**config.mk**
```make
export PLATFORM = sky130hd
export DESIGN_NAME = m_ucode_loader
export DESIGN_NICKNAME = d
export VERILOG_FILES = /design/src/rtl/m_ucode_loader.sv
export SDC_FILE = /design/constraint.sdc
export NUM_CORES = 1
export LEC_CHECK = 0
export CORE_ASPECT_RATIO = 0.7
export CORE_MARGIN = 3
export CORE_UTILIZATION = 50
export DETAILED_ROUTE_END_ITERATION = 6
export PLACE_DENSITY = 0.78
export SYNTH_ARGS = -nofsm -noshare
export SYNTH_HDL_FRONTEND = slang
export SYNTH_SLANG_ARGS = --single-unit
```
**constraint.sdc**
```tcl
create_clock -name clk -period 3.7 [get_ports clk]
set_clock_uncertainty 0.2 [all_clocks]
set_input_delay 0.74 -clock clk [delete_from_list [all_inputs] [get_ports clk]]
set_output_delay 0.74 -clock clk [all_outputs]
set_load 0.03 [all_outputs]
```
**src/rtl/m_ucode_loader.sv**
```systemverilog
// Microcode store writer: packs a byte stream into 48-bit words,
// writes them to the ucode RAM and verifies a trailing XOR checksum.
module m_ucode_loader #(
    parameter int NWORDS = 256,
    parameter int BPW    = 6
) (
    input  logic        clk,
    input  logic        rst_n,
    input  logic        start,
    input  logic [7:0]  din,
    input  logic        din_valid,
    output logic        din_ready,
    output logic        we,
    output logic [7:0]  waddr,
    output logic [47:0] wdata,
    output logic        ucode_hold,
    output logic        done,
    output logic        err
);

    generate
        if (BPW != 6) begin : g_bad_bpw
            $error("m_ucode_loader: BPW must be 6");
        end
        if (NWORDS < 1 || NWORDS > 256) begin : g_bad_nwords
            $error("m_ucode_loader: NWORDS must be 1..256");
        end
    endgenerate

    typedef enum logic [1:0] {
        S_IDLE,
        S_LOAD,
        S_CHECK,
        S_DONE
    } state_t;

    localparam logic [7:0] LAST = 8'(NWORDS - 1);

    state_t      state_q, state_d;
    logic [2:0]  cnt_q, cnt_d;
    logic [7:0]  acc_q, acc_d;
    logic [7:0]  waddr_q, waddr_d;
    logic [47:0] wdata_q, wdata_d;
    logic        we_q, we_d;
    logic        rdy_q, rdy_d;
    logic        hold_q, hold_d;
    logic        done_q, done_d;
    logic        err_q, err_d;
    logic        accept;

    assign accept = din_valid & rdy_q;

    // Next-state logic; din_ready drops during the final write so the
    // checksum byte cannot land in the word lanes.
    always_comb begin
        state_d = state_q;
        cnt_d   = cnt_q;
        acc_d   = acc_q;
        waddr_d = waddr_q;
        wdata_d = wdata_q;
        we_d    = 1'b0;
        rdy_d   = rdy_q;
        hold_d  = hold_q;
        done_d  = done_q;
        err_d   = err_q;
        unique case (state_q)
            S_IDLE, S_DONE: begin
                if (start) begin
                    state_d = S_LOAD;
                    waddr_d = 8'd0;
                    cnt_d   = 3'd0;
                    acc_d   = 8'd0;
                    done_d  = 1'b0;
                    err_d   = 1'b0;
                    hold_d  = 1'b1;
                    rdy_d   = 1'b1;
                end
            end
            S_LOAD: begin
                if (we_q) begin
                    waddr_d = waddr_q + 8'd1;
                    if (waddr_q == LAST) begin
                        state_d = S_CHECK;
                        rdy_d   = 1'b1;
                    end
                end
                if (accept) begin
                    wdata_d[{cnt_q, 3'b000} +: 8] = din;
                    acc_d = acc_q ^ din;
                    if (cnt_q == 3'd5) begin
                        cnt_d = 3'd0;
                        we_d  = 1'b1;
                        if (waddr_q == LAST) begin
                            rdy_d = 1'b0;
                        end
                    end else begin
                        cnt_d = cnt_q + 3'd1;
                    end
                end
            end
            S_CHECK: begin
                if (accept) begin
                    err_d   = (din != acc_q);
                    done_d  = 1'b1;
                    hold_d  = 1'b0;
                    rdy_d   = 1'b0;
                    state_d = S_DONE;
                end
            end
            default: state_d = S_IDLE;
        endcase
    end

    // State and registered outputs; reset abandons any load in flight.
    always_ff @(posedge clk or negedge rst_n) begin
        if (!rst_n) begin
            state_q <= S_IDLE;
            cnt_q   <= 3'd0;
            acc_q   <= 8'd0;
            waddr_q <= 8'd0;
            wdata_q <= 48'd0;
            we_q    <= 1'b0;
            rdy_q   <= 1'b0;
            hold_q  <= 1'b0;
            done_q  <= 1'b0;
            err_q   <= 1'b0;
        end else begin
            state_q <= state_d;
            cnt_q   <= cnt_d;
            acc_q   <= acc_d;
            waddr_q <= waddr_d;
            wdata_q <= wdata_d;
            we_q    <= we_d;
            rdy_q   <= rdy_d;
            hold_q  <= hold_d;
            done_q  <= done_d;
            err_q   <= err_d;
        end
    end

    assign din_ready  = rdy_q;
    assign we         = we_q;
    assign waddr      = waddr_q;
    assign wdata      = wdata_q;
    assign ucode_hold = hold_q;
    assign done       = done_q;
    assign err        = err_q;

endmodule
```
# Yosys cells after proc, flatten, opt, wreduce, memory -nomap -nowiden
# Index checks and enable logic that the tools add are counted.
[op_classes] eq_ne=11 n_addsub=3 muxes=32 n_reduce_logical=10 bitwise_logic=2 n_shift=2
[op_table] cell="bitwise mux 48 bit" n=1
[op_table] cell="variable shift 8 x 8 -> 48 bit, first input constant" n=1
[op_table] cell="indexed part select 8 x 8 -> 48 bit" n=1
[op_table] cell="one-hot mux 8 bit (2 select lines)" n=2
[op_table] cell="two-way mux 8 bit" n=3
[op_table] cell="two-way mux 1 bit" n=13
[op_table] cell="!= test 2 bit, second input constant" n=5
[op_table] cell="two-way mux 3 bit" n=3
[op_table] cell="AND reduction 3 bit" n=3
[op_table] cell="adder 8 x 1 -> 8 bit, second input constant" n=1
[op_table] cell="== test 8 bit, second input constant" n=1
[op_table] cell="two-way mux 2 bit" n=4
[op_table] cell="!= test 8 bit" n=1
[op_table] cell="negator 6 -> 8 bit" n=1
[op_table] cell="bitwise XOR 8 bit" n=1
[op_table] cell="one-hot mux 1 bit (2 select lines)" n=3
[op_table] cell="one-hot mux 2 bit (3 select lines)" n=1
[op_table] cell="one-hot mux 3 bit (2 select lines)" n=1
[op_table] cell="== test 2 bit, second input constant" n=2
[op_table] cell="AND reduction 2 bit" n=2
[op_table] cell="AND reduction 4 bit" n=1
[op_table] cell="nonzero test 2 bit" n=2
[op_table] cell="adder 3 x 1 -> 3 bit, second input constant" n=1
[op_table] cell="== test 3 bit, second input constant" n=1
[op_table] cell="other kinds (5)" n=5
[totals] output_inout_bits=61 register_bits=74 word_cells=70 in_bits=12

# Longest topological paths before layout
# Gate-level depths: netlist (run 1).
[logic_depth] word_depth=7 mapped_depth=9 depth_no_buf=6

# Least setup slack after synthesis (run 1)
# No wires, ideal clock.
[synth_timing] path_kind="register -> register" startpoint="reg cnt_q[0]" endpoint="reg wdata_q[40], in the netlist wdata[40]" slack_ns=1.451 arrival_ns=1.924 stages_incl_launch_ff=7 n_path_buf=1 period_less_slack_ns=2.249 setup_time_ns=0.125 cell_sequence="dfrtp_1 -> inv_1 -> ha_1 -> ha_1 -> and4b_2 -> buf_2 -> mux2_2"
[synth_between] elab_chain_len=3 word_cells_on_any_way=4 classes_between="add/sub: 1; shift: 2; mux: 1"
[synth_rtl] item="start, declared" line="40" rtl="logic [2:0] cnt_q, cnt_d;"
[synth_rtl] item="start signal, assigned" line="129" rtl="cnt_q <= cnt_d;"
[synth_rtl] item="negator 6 -> 8 bit (*)" line="88" rtl="wdata_d[{cnt_q, 3'b000} +: 8] = din;"
[synth_rtl] item="indexed part select 8 x 8 -> 48 bit or variable shift 8 x 8 -> 48 bit (tied branches)" line="88"
[synth_rtl] item="bitwise mux 48 bit (*)" line="88"
[synth_rtl] item="end signal, assigned" line="132" rtl="wdata_q <= wdata_d;"
[synth_rtl] item="end, declared" line="43" rtl="logic [47:0] wdata_q, wdata_d;"
# Mark *: on every way between the ends. The rest lies on a longest branch, timed or not.
# A chain may end at the register's enable or synchronous reset.

# Worst setup path after layout (run 1)
[layout_timing] startpoint="reg cnt_q[0]" endpoint="reg wdata_q[18], in the netlist wdata[18]"
# Same word-level chain as after synthesis.

==> flow_summary.ini, run 1 <==
[outcome]
status = finished clean

[global_routing]
overflow = 0
grt_start_max_net_pins = 43
grt_pass1_wl_um = 15010
grtUsageTotal_pct = 23.83
grt_pass1_vias = 2830
antenna_found_initial = 0

[clock_network]
cts_hold_buf = 0
h-tree-depth = 3
cts_root_buf = clkbuf_8
cts.repair.resized = 0
path_clk_slew_ps = 80
cts_tree = done
clockBufferDepth = 2
worstSkewPairLatency_ps = 360
cts_setup_buffers = 0
clock-sinks = 74
cts_made_buffers = 9

[setup_path]
r2r_start = cnt_q[0]$_DFFE_PN0P_
r2r_cells = 5
critPathArrivalTime_ps = 2750
endpoint_kind = flip-flop
path_max_fanout = 10
critPathLaunchType = flip-flop
worstPathRequired_ps = 3760
rrSetupSlack_ps = 1010
critical_path_class = reg2reg
rr_endpoint = wdata[18]$_DFFE_PN0P_

[floorplanning]
dieWidth_um = 106.5
fp.coreArea_sq_mm = 0.006546
rows = 24
dieHeight_um = 76.37
io_pins = 73
start_util_pct = 54.03
dieArea_sq_mm = 0.008136

[drt]
avgViaCountPerCell = 5.575
firstDrtPassIters = 4
drtIter0Drc = 185
num_vias = 2754
ant_nets = 0
wl_um = 8966
wl_per_cell_um = 18.15
drc = 0

[place]
gp_congestion = 0.8122
io_buffers = 72
hpwl_um = 6250
postPlaceCellArea_sq_mm = 0.004339

[synth]
yosysSeqAreaShare_pct = 52.35
ys_warn_count = 0
synth_nets = 349
synth_area_sq_mm = 0.003537
synth_seq_cells = 74
synth_common_cells = dfrtp_1, nand2_1, mux2_2, o21ai_0, nand2b_1
synth.most_common_cell = dfrtp_1
synth.distinct_cells = 41
synthArstFlopShare_pct = 100.0
synth_top_area_share_pct = 52.35
syn_inst = 326
synth.area.top_cells = dfrtp_1, mux2_2, nand2_1
syn_area_per_cell_sq_um = 10.85
synth_ff_type = dfrtp_1
yosysTopAreaCell = dfrtp_1
synth_edf_count = 0

[layout]
final_nets = 421
diodes = 0
stdcell_area_sq_mm = 0.004583
seqCellArea_sq_mm = 0.001852
drive_gt1_share_pct = 14.64
fillers = 510
syn2layout_area_growth_pct = 29.57
multiInputGateArea_sq_mm = 0.001593
final_core_util_pct = 70.01

[sta]
timing.hold.ws_ps = 237.0
tightest_slew_ps = 1013
setup_viol = 0
relSlewSlack_pct = 32.33
period_needed_ps = 2688
fmax_mhz = 372.1
drv_slew = 0
post-route-period-util_pct = 72.64
fin_setup_tns_ps = 0
hold_viol = 0
rsz0062_at_grt = no

[pwr]
ir_worst_vdd_v = 0.0001912
power_leakage_nw = 2.072
cellPowerDensity_mw_per_mm2 = 356.5
power_mw = 1.634

[job]
drv_cap = 0

[min_path]
hp-class = in2async
sequential cells by signal, summed over array words and instances, names as in the netlist, 2 cells and up:
| name | count |
|---|---|
| waddr | 8 |
| wdata | 48 |
| cnt_q | 3 |
| state_q | 2 |
| acc_q | 8 |
layout by cell type (no fill, tap or decap), types with 2 or more instances in the layout:
| master | Yosys | layout |
|---|---|---|
| dfrtp_1 | 74 | 74 |
| clkdlybuf4s50_1 | 0 | 71 |
| nand2_1 | 40 | 40 |
| mux2_2 | 33 | 33 |
| o21ai_0 | 28 | 28 |
| nand2b_1 | 17 | 17 |
| nand4_1 | 12 | 12 |
| nor2_1 | 12 | 12 |
| a22o_1 | 11 | 11 |
| ha_1 | 11 | 11 |
| clkbuf_8 | 0 | 10 |
| inv_1 | 8 | 8 |
| a21oi_1 | 8 | 8 |
| and2_1 | 8 | 8 |
| nand3_1 | 6 | 6 |
| nor3_1 | 5 | 5 |
| nor3b_1 | 5 | 5 |
| nor2b_1 | 4 | 4 |
| and3_1 | 3 | 3 |
| mux2i_1 | 3 | 3 |
| bufinv_16 | 0 | 3 |
| xnor2_1 | 2 | 2 |
| nor4_1 | 2 | 2 |
| o22ai_1 | 2 | 2 |
| nand2_2 | 2 | 2 |
| clkbuf_1 | 6 | 2 |
| buf_4 | 0 | 2 |
power breakdown:
| part | switching, mW | internal, mW | total, mW | leakage [nW] |
|---|---|---|---|---|
| sequential | 0 | 0.808 | 0.808 | 0.998 |
| clock | 0.310 | 0.468 | 0.778 | 0.121 |
| combinational | 0.0322 | 0.0155 | 0.0477 | 0.954 |
| total | 0.342 | 1.29 | 1.63 | 2.07 |
worst max-delay path, stage by stage, from the launching register on:
cell	delay [ps]
dfrtp_1	550
inv_1	170
ha_1	460
nor3b_1	850
nand2_1	150
o21ai_0	210
per-stage QoR:
step	worst slack (ps)	cells
final	1012	494
after floorplan	1451	326
after global routing	761.6	494
after detailed placement	914.0	478
after global placement	1005	478
after CTS	1081	494
worst max-delay path by stage:
stage / startpoint / to / cells after the start
after floorplan: cnt_q[0]$_DFFE_PN0P_ / wdata[40]$_DFFE_PN0P_ / 6
after global placement: din_valid / wdata[43]$_DFFE_PN0P_ / 4
after detailed placement: din_valid / wdata[24]$_DFFE_PN0P_ / 5
after CTS: cnt_q[0]$_DFFE_PN0P_ / wdata[18]$_DFFE_PN0P_ / 5
after global routing: cnt_q[0]$_DFFE_PN0P_ / wdata[18]$_DFFE_PN0P_ / 6
final: cnt_q[0]$_DFFE_PN0P_ / wdata[18]$_DFFE_PN0P_ / 5
cell families (layout without fill, tap and decap cells):
| kind of cell | count (synthesis) | count (layout) | synth area share (%) |
|---|---|---|---|
| AOI/OAI and AO/OA | 56 | 56 | 9.657 |
| xor gates and xnor gates | 2 | 2 | 0.4953 |
| adders and majority gates | 11 | 11 | 3.891 |
| buffers and inverters | 22 | 99 | 2.617 |
| DFF | 74 | 74 | 52.35 |
| muxes | 36 | 36 | 11.35 |
| and+or+nand+nor | 125 | 125 | 19.63 |
layer usage:
metal,up-vias,part of all wire (%),track usage (%)
met3,11,6.7,6.774
met2,98,46,35.15
li1,1294,-,-
met5,-,0,0
met4,0,1.2,7.791
met1,1351,46,34.03
final cells by class:
cell class                 instances  share of cell area [%]
sequential                        74                   40.40
multi-input combinational        230                   34.75
timing repair buffer              75                   16.38
clock buffer                      12                   3.167
tap                               91                   2.484
clock inverter                     4                   2.157
inverter                           8                  0.6552
No activity file was read; power rests on OpenSTA's default activity.
==> run 2, diff against run 1 <==
Settings changed: CORE_UTILIZATION 50 to 46, PLACE_DENSITY 0.78 to 0.76.
Clock period 3.7 ns to 2.3 ns, I/O delays scaled along.
==> run 2 against run 1 <==
Against the previous run:
- via count rose by 1.1%
- first-iteration DRC count is 23% lower
- clock power rose by 50%
- power rose by 57%
- worst hold slack gained 50 ps
- largest cell class unchanged
- highest routed layer unchanged
- routed wire length down 6.5%
- utilization shrank 5.4 points
==> flow_summary.ini, run 2 (synthesized netlist as in run 1, its figures left out) <==
[layout]
final_nets = 445
stdcell_area_sq_mm = 0.004772
final_core_util_pct = 64.62
layout_commonest_cell = dfrtp_1
diodes = 0
multiInputGateArea_sq_mm = 0.001598
mostFrequentLayoutCells = dfrtp_1, clkdlybuf4s50_1, nand2_1
fillers = 580
largest_reg_flops = 48
syn2layout_area_growth_pct = 34.91
seqCellArea_sq_mm = 0.001852
drive_gt1_share_pct = 19.91

[floorplanning]
io_pins = 73
dieHeight_um = 79.37
dieArea_sq_mm = 0.008794
dieWidth_um = 110.8
rows = 26
fp.coreArea_sq_mm = 0.007385
start_util_pct = 47.90

[sta]
fmax_mhz = 450.3
relSlewSlack_pct = 69.81
hold_viol = 0
post-route-period-util_pct = 96.55
rsz0062_at_grt = yes
period_needed_ps = 2221
drv_slew = 0
setup_viol = 0
tightest_slew_ps = 452.8

[global_routing]
antenna_found_initial = 0
overflow = 0
grt_pass1_wl_um = 13700
grt_pass1_vias = 2714
grt_start_max_net_pins = 75
grtUsageTotal_pct = 19.79

[drt]
avgViaCountPerCell = 5.301
drc = 0
firstDrtPassIters = 5
wl_per_cell_um = 15.96
drtIter0Drc = 143
ant_nets = 0
num_vias = 2783
wl_um = 8381

[setup_path]
critPathArrivalTime_ps = 2260
r2r_cells = 6
path_max_fanout = 7
endpoint_kind = flip-flop
rr_endpoint = waddr[7]$_DFFE_PN0P_
worstPathRequired_ps = 2340
critPathLaunchType = flip-flop
r2r_start = state_q[0]$_DFFE_PN0P_
rrSetupSlack_ps = 80
critical_path_class = reg2reg

[pwr]
pwr-share-clk_pct = 45.7
p_comb_share_pct = 3.6
p_sw_mw = 0.5722
cellPowerDensity_mw_per_mm2 = 537.1
power_leakage_nw = 2.188
seqPwrFrac_pct = 50.7
ir_worst_vdd_v = 0.0003152
power.internal_mw = 1.991
p_sw_share_pct = 22.32

[outcome]
status = finished clean

[place]
io_buffers = 72
hpwl_um = 6229
postPlaceCellArea_sq_mm = 0.004521
gp_congestion = 0.8244

[clock_network]
cts_root_buf = clkbuf_8
worstSkewPairLatency_ps = 350
cts_setup_buffers = 0
h-tree-depth = 3
clock-sinks = 74
path_clk_slew_ps = 80
cts_made_buffers = 9
clockBufferDepth = 2
cts_tree = done

[min_path]
hp-class = reg2reg
hold_end = wdata[25]$_DFFE_PN0P_
hold_depth = 2
hold_start = wdata[25]$_DFFE_PN0P_

[job]
drv_cap = 0
[run 2: worst max path at each step]
stage / from / to / slack [ps] / cells after the start
finish: state_q[0]$_DFFE_PN0P_ / waddr[7]$_DFFE_PN0P_ / 80 / 6
global route: state_q[0]$_DFFE_PN0P_ / waddr[7]$_DFFE_PN0P_ / -30 / 6
CTS: cnt_q[0]$_DFFE_PN0P_ / wdata[47]$_DFFE_PN0P_ / 3 / 6
detailed placement: start / waddr[7]$_DFFE_PN0P_ / -20 / 5
global placement: din_valid / wdata[41]$_DFFE_PN0P_ / 3 / 4
floorplan: cnt_q[0]$_DFFE_PN0P_ / wdata[40]$_DFFE_PN0P_ / 50 / 6
[run 2: layer usage]
| layer | track usage [%] | vias to the layer above | routed length, um |
|---|---|---|---|
| li1 | - | 1351 | - |
| met1 | 27.82 | 1352 | 4126 |
| met2 | 29.72 | 66 | 3744 |
| met3 | 4.798 | 14 | 378 |
| met4 | 7.626 | 0 | 131 |
| met5 | 0 | - | 0 |
[run 2: layout make-up]
cell class	count	share of cell area, %
clock buffers	10	2.884
well taps	98	2.569
multi-input cells	230	33.48
repair buffers	99	19.59
clock inverters	6	2.045
flip-flops and latches	74	38.80
inverters	8	0.6293
[run 2: power groups by stage]
stage                     clock, mW  sequential, mW  combinational [mW]
after floorplan                   0            1.33             0.00930
after global placement            0            1.33              0.0908
after detailed placement          0            1.33              0.0914
after CTS                      1.20            1.30              0.0930
after global routing           1.25            1.30               0.100
final                          1.17            1.30              0.0915
[run 2: per-stage QoR]
| step | cells | setup slack, ps | power [mW] | TNS, ps | hold WS, ps |
|---|---|---|---|---|---|
| floorplan | 326 | 51.27 | 1.335 | 0 | -35.59 |
| global placement | 508 | 2.928 | 1.416 | 0 | 263.4 |
| detailed placement | 508 | -20.66 | 1.417 | -20.66 | 271.6 |
| CTS | 525 | 2.751 | 2.591 | 0 | 290.6 |
| global route | 525 | -30.47 | 2.649 | -63.01 | 323.6 |
| finish | 525 | 79.46 | 2.563 | 0 | 287.2 |
[run 2: what timing repair did]
action,CTS,global route
endpoints found under the hold margin,74,0
setup endpoints to repair,1,20
pin swaps,0,0
hold buffers,1,0
resized for setup,1,2
[run 2: critical path, stage by stage (launching register included)]
cell     delay [ps]
dfrtp_1         390
inv_1            70
ha_1            370
nor2b_1         230
nor4b_2         430
nand3_1         130
mux2_2          280
